[config.mk]
export PLATFORM = sky130hd
export DESIGN_NAME = r2r_pwm_mch
export DESIGN_NICKNAME = d
export VERILOG_FILES = /design/src/rtl/r2r_pwm_pkg.sv /design/src/rtl/r2r_pwm_ch.sv /design/src/rtl/r2r_pwm_mch.sv
export SDC_FILE = /design/constraint.sdc
export NUM_CORES = 1
export LEC_CHECK = 0
export BUFFER_PORTS_ARGS = -buffer_cell sky130_fd_sc_hd__buf_2
export CORE_ASPECT_RATIO = 0.7
export CORE_MARGIN = 4
export CORE_UTILIZATION = 60
export DETAILED_ROUTE_END_ITERATION = 7
export HOLD_SLACK_MARGIN = 0.15
export MAX_ROUTING_LAYER = met4
export PLACE_DENSITY = 0.85
export SLEW_MARGIN = 15
export SYNTH_ARGS = -nofsm -noshare
export SYNTH_HDL_FRONTEND = slang
export SYNTH_HIERARCHICAL = 1
export SYNTH_SLANG_ARGS = --single-unit
[constraint.sdc]
create_clock -name clk -period 3.6 [get_ports clk]
set_input_delay 0.18 -clock clk [delete_from_list [all_inputs] [get_ports clk]]
set_output_delay 0.18 -clock clk [all_outputs]
set_load 0.02 [all_outputs]
[src/rtl/r2r_pwm_pkg.sv]
// Shared types and helpers for the hybrid R2R + PWM DAC driver family.
// Latency: n/a (declarations only).
// Backpressure: n/a.
package r2r_pwm_pkg;

  // Modulation style for the PWM LSB part of a sample.
  typedef enum logic {
    PWM_SPREAD = 1'b0,  // accumulator carry: highs spread evenly over the frame
    PWM_EDGE   = 1'b1   // single pulse aligned to the start of the frame
  } pwm_mode_e;

  localparam int unsigned DEF_R2R_BITS = 4;
  localparam int unsigned DEF_PWM_BITS = 12;

  // Frame length in clock cycles for a given PWM resolution.
  function automatic int unsigned frame_len(input int unsigned pwm_bits);
    return 32'd1 << pwm_bits;
  endfunction

endpackage

[src/rtl/r2r_pwm_ch.sv]
// One DAC channel: holds the active sample, drives the static R2R code and the modulated PWM bit.
// Latency: outputs are registered, one cycle after the slot they belong to; a new sample shows from slot 0 after load.
// Backpressure: none; the channel takes a new sample only when the top pulses load.
module r2r_pwm_ch
  import r2r_pwm_pkg::*;
#(
  parameter int R2R_BITS = 4,
  parameter int PWM_BITS = 12
) (
  input  logic                         clk,
  input  logic                         rst,
  input  logic [PWM_BITS-1:0]          slot,
  input  logic                         load,
  input  pwm_mode_e                    mode,
  input  logic [R2R_BITS+PWM_BITS-1:0] new_val,
  output logic [R2R_BITS-1:0]          r2r_out,
  output logic                         pwm_out
);

  logic [PWM_BITS-1:0] v_q, v_d;
  logic [R2R_BITS-1:0] r_q, r_d;
  logic [PWM_BITS-1:0] acc_q, acc_d;
  logic [R2R_BITS-1:0] r2r_q, r2r_d;
  logic                pwm_q, pwm_d;
  logic [PWM_BITS-1:0] acc_base;
  logic [PWM_BITS:0]   sum;

  // Next-state: sample capture at frame load, and the per-slot modulator.
  always_comb begin
    v_d      = v_q;
    r_d      = r_q;
    acc_d    = acc_q;
    pwm_d    = 1'b0;
    r2r_d    = r_q;
    // Restarting the accumulator every frame makes the pattern depend only on v.
    acc_base = (slot == '0) ? '0 : acc_q;
    sum      = {1'b0, acc_base} + {1'b0, v_q};
    if (mode == PWM_SPREAD) begin
      pwm_d = sum[PWM_BITS];
      acc_d = sum[PWM_BITS-1:0];
    end else begin
      pwm_d = (slot < v_q);
    end
    if (load) begin
      r_d = new_val[R2R_BITS+PWM_BITS-1:PWM_BITS];
      v_d = new_val[PWM_BITS-1:0];
    end
  end

  // Channel state and output registers.
  always_ff @(posedge clk or posedge rst) begin
    if (rst) begin
      v_q   <= '0;
      r_q   <= '0;
      acc_q <= '0;
      r2r_q <= '0;
      pwm_q <= 1'b0;
    end else begin
      v_q   <= v_d;
      r_q   <= r_d;
      acc_q <= acc_d;
      r2r_q <= r2r_d;
      pwm_q <= pwm_d;
    end
  end

  assign r2r_out = r2r_q;
  assign pwm_out = pwm_q;

endmodule

[src/rtl/r2r_pwm_mch.sv]
// Multi-channel hybrid DAC driver: shared frame timebase, one-deep sample buffer, CH channel modulators.
// Latency: a sample accepted in frame k is played in frame k+1; pin outputs are registered (1 cycle after slot).
// Backpressure: dac_ready drops while the buffer is full and rises again the cycle after the frame load.
module r2r_pwm_mch
  import r2r_pwm_pkg::*;
#(
  parameter int CH       = 2,
  parameter int R2R_BITS = 4,
  parameter int PWM_BITS = 12
) (
  input  logic                                 clk,
  input  logic                                 rst,
  input  logic                                 mode,
  output logic                                 val_req,
  input  logic                                 dac_valid,
  output logic                                 dac_ready,
  input  logic [CH*(R2R_BITS+PWM_BITS)-1:0]    dac_val,
  output logic                                 underrun,
  output logic [CH*R2R_BITS-1:0]               r2r_out,
  output logic [CH-1:0]                        pwm_out
);

  localparam int W = R2R_BITS + PWM_BITS;

  logic [PWM_BITS-1:0] slot_q, slot_d;
  logic [CH*W-1:0]     pend_q, pend_d;
  logic                pend_full_q, pend_full_d;
  pwm_mode_e           active_mode_q, active_mode_d;
  logic                val_req_q, val_req_d;
  logic                underrun_q, underrun_d;
  logic                load_slot;
  logic                accept;
  logic                ch_load;

  assign dac_ready = ~pend_full_q;
  assign accept    = dac_valid & dac_ready;
  assign load_slot = (slot_q == '1);
  assign ch_load   = load_slot & pend_full_q;

  // Timebase, buffer and frame-load bookkeeping.
  always_comb begin
    slot_d        = slot_q + 1'b1;
    pend_d        = pend_q;
    pend_full_d   = pend_full_q;
    active_mode_d = active_mode_q;
    // slot_d is 0 exactly when the current slot is the last one.
    val_req_d     = load_slot;
    underrun_d    = load_slot & ~pend_full_q;
    if (accept) begin
      pend_d      = dac_val;
      pend_full_d = 1'b1;
    end
    if (load_slot) begin
      active_mode_d = pwm_mode_e'(mode);
      // Full buffer means ready was low, so no accept can collide with the drain.
      if (pend_full_q) begin
        pend_full_d = 1'b0;
      end
    end
  end

  // Shared state registers.
  always_ff @(posedge clk or posedge rst) begin
    if (rst) begin
      slot_q        <= '0;
      pend_q        <= '0;
      pend_full_q   <= 1'b0;
      active_mode_q <= PWM_SPREAD;
      val_req_q     <= 1'b0;
      underrun_q    <= 1'b0;
    end else begin
      slot_q        <= slot_d;
      pend_q        <= pend_d;
      pend_full_q   <= pend_full_d;
      active_mode_q <= active_mode_d;
      val_req_q     <= val_req_d;
      underrun_q    <= underrun_d;
    end
  end

  assign val_req  = val_req_q;
  assign underrun = underrun_q;

  for (genvar k = 0; k < CH; k++) begin : g_ch
    r2r_pwm_ch #(
      .R2R_BITS (R2R_BITS),
      .PWM_BITS (PWM_BITS)
    ) u_ch (
      .clk     (clk),
      .rst     (rst),
      .slot    (slot_q),
      .load    (ch_load),
      .mode    (active_mode_q),
      .new_val (pend_q[k*W +: W]),
      .r2r_out (r2r_out[k*R2R_BITS +: R2R_BITS]),
      .pwm_out (pwm_out[k])
    );
  end

endmodule

==> impl_metrics.json <==
{
  "netlist_top_cells_count": "dfrtp_1, nand2_1, ha_1",
  "clk_latency_ns": 0.43,
  "dr.pass1.iters": 6,
  "synth_seq_cells": 114,
  "drive_above_1_share": 0.174,
  "yosys-top-cells-area": "dfrtp_1, ha_1, mux2_1",
  "syn_area_um2": 5870,
  "path_cells": "nor4_1, nand3_1, and2_1, ha_1, fa_1, a211oi_1, o21ai_1, a21boi_2, xor2_1, o21ai_1",
  "core_um2": 9290,
  "wl_mm": 16.8,
  "vias": 4880,
  "syn_area_per_cell_um2": 10.7,
  "yosys_warnings": 6,
  "critPathMostFrequentCell": "o21ai_1",
  "grt_usage": 0.311,
  "fp.dieH_um": 90.7,
  "p_per_area_nw_per_um2": 449,
  "grt_antenna_before_repair": 0,
  "ir_drop_mv": 0.463,
  "grt_max_degree": 56,
  "cts_sinks": 114,
  "synth_edf_count": 0,
  "cp.buffers_inverters": 0,
  "dp_hpwl_mm": 9.17,
  "grt.overflow.total": 0,
  "synth_top_area_frac": 0.486,
  "crit_slowest_cell": "dfrtp_1",
  "drt-initial-drc-count": 544,
  "arrival_ns": 3.68,
  "syn_inst": 548,
  "clockBufferDepth": 2,
  "cp.required_ns": 3.86,
  "clkTransAtPathRegs_ns": 0.06,
  "fin_nets": 723,
  "rsz0062_at_grt": "false",
  "ys.flop_type": "dfrtp_1",
  "synth_nets": 633,
  "htree_levels": 4,
  "initial_core_util": 0.632,
  "final.setup.tns_ns": 0,
  "cts_root_buffer": "clkbuf_16",
  "drc": 0,
  "grt_first_pass_wirelength_mm": 27.0,
  "power.leakage_nw": 3.52,
  "worst-slew-pin-transition_ns": 0.940,
  "ys_seq_area_frac": 0.486,
  "min_path_type": "in2async",
  "post_drt_wl_per_cell_um": 21.6,
  "worstSetupPathType": "reg2reg",
  "outcome": "finished, final reports clean",
  "diodes": 0,
  "maxCapViolCount": 0,
  "fin_crit_sh": 0.950,
  "ys_types": 36,
  "yosysMostFrequentCell": "dfrtp_1",
  "synth_area_leader_cell": "dfrtp_1",
  "grt_pass1_vias": 5020,
  "finalHoldViolCount": 0,
  "viasPerCell": 6.30,
  "num_rows": 29,
  "start_kind": "flop",
  "gp_congestion": 0.903,
  "critical-path-top-delay-family": "simple AND/OR/NAND/NOR gates",
  "cts_made_buffers": 17,
  "area_delta_synth_final_pct": 22.8,
  "io_buffers": 48,
  "max_freq_ghz": 0.292,
  "drv_slew": 0,
  "post_cts_buffers": 0,
  "final_util": 0.776,
  "cts_tree": "built",
  "async_flop_share": 1.00,
  "skew_ns": 0.0152,
  "antenna_left": 0,
  "fin_crit_ns": 3.42,
  "slowest_delay_ns": 0.56,
  "fin_hold_ws_ns": 0.303,
  "setup_viol": 0,
  "num_io_pins": 49,
  "cp-end-kind": "flop",
  "cp_max_fo": 12,
  "fp.dieW_um": 126,
  "max_slew_margin": 0.373,
  "dieArea_um2": 11400
}
## kinds of logic (layout without fill, tap and decap cells)
logic type / Yosys count / after routing / synth area share
multiplexers: 47 / 47 / 0.0902
XOR/XNOR: 28 / 28 / 0.0418
flip-flops: 114 / 114 / 0.486
buffers and inverters: 51 / 154 / 0.0335
adder cells (fa/ha/maj): 49 / 49 / 0.107
AND/OR/NAND/NOR: 133 / 133 / 0.115
AO/OA/AOI/OAI: 126 / 126 / 0.126
## state kept, by name, indices dropped and copies added (netlist names)
register,count
pend_q,32
g_ch.u_ch/acc_q,24
g_ch.u_ch/v_q,24
slot_q,12
g_ch.u_ch/r2r_d,8
g_ch.u_ch/r2r_out,8
g_ch.u_ch/pwm_out,2
active_mode_q,1
pend_full_q,1
underrun,1
val_req,1
## timing repair
item,in CTS,in global routing
gates resized for setup,0,0
hold buffers,35,0
endpoints found under the hold margin,132,0
## path summary, 6_finish.rpt
check	startpoint	endpoint	slack, ns	cells past startpoint
setup / recovery	slot_q[2]	g_ch[1].u_ch/acc_q[10]	0.18	10
hold / removal	rst	g_ch[0].u_ch/r2r_out[3]	0.30	3
setup reg to reg	slot_q[2]	g_ch[1].u_ch/acc_q[10]	0.18	10
hold reg to reg	g_ch[1].u_ch/r2r_d[1]	g_ch[1].u_ch/r2r_out[1]	0.38	0
max in group asynchronous	rst	underrun	2.57	3
min in group clk	g_ch[1].u_ch/r2r_d[1]	g_ch[1].u_ch/r2r_out[1]	0.38	0
## worst reg2reg max path: stages (launching register included)
cell and delay [ns]:
dfrtp_1 0.56, nor4_1 0.38, nand3_1 0.42, and2_1 0.32
ha_1 0.22, fa_1 0.47, a211oi_1 0.32, o21ai_1 0.17
a21boi_2 0.16, xor2_1 0.15, o21ai_1 0.08
## final cells by class
class | instances | area (um2)
sequential | 114 | 2850
multi-input combinational | 383 | 2830
fill | 502 | 2080
timing repair buffer | 89 | 636
clock buffer | 18 | 429
clock inverter | 14 | 178
tap | 124 | 155
inverter | 33 | 125
## routing by layer
| metal | track usage | wire, um |
|---|---|---|
| met5 | - | 0 |
| met4 | 0.127 | 725 |
| met3 | 0.0910 | 1600 |
| met2 | 0.483 | 7730 |
| met1 | 0.384 | 6700 |
## cell usage in the layout (no fill, tap or decap), types with 3 or more instances in the layout
master and instances:
a211oi_1 6, a21o_1 6, a21oi_1 28, and2_1 26
buf_2 48, buf_4 6, bufinv_16 3, clkbuf_16 17
clkinv_2 3, clkinv_4 4, dfrtp_1 114, dlygate4sd3_1 35
ha_1 47, inv_1 32, inv_6 4, mux2_1 31
mux2_2 16, nand2_1 65, nand3_1 8, nor2_1 7
nor2b_1 4, nor3_1 6, nor4_1 9, o211ai_1 6
o21ai_0 46, o21ai_1 20, xnor2_1 8, xor2_1 20
## per-stage QoR
step                worst slack [ns]  cell area (um2)  total power, mW  std cells
floorplan                      0.878             5870             1.41        548
global route                  0.0689             7200             3.31        775
CTS                            0.336             7200             3.20        775
global placement               0.527             6250             1.44        708
detailed placement             0.394             6250             1.45        708
finish                         0.179             7200             3.24        775
## report_power, final
group	internal (mW)	leakage, nW	switching, mW	total [mW]
registers	1.32	1.52	0.0312	1.36
clock network	1.10	0.296	0.667	1.76
logic	0.0616	1.70	0.0565	0.118
total	2.48	3.52	0.754	3.24
No activity file was read; power rests on OpenSTA's default activity.
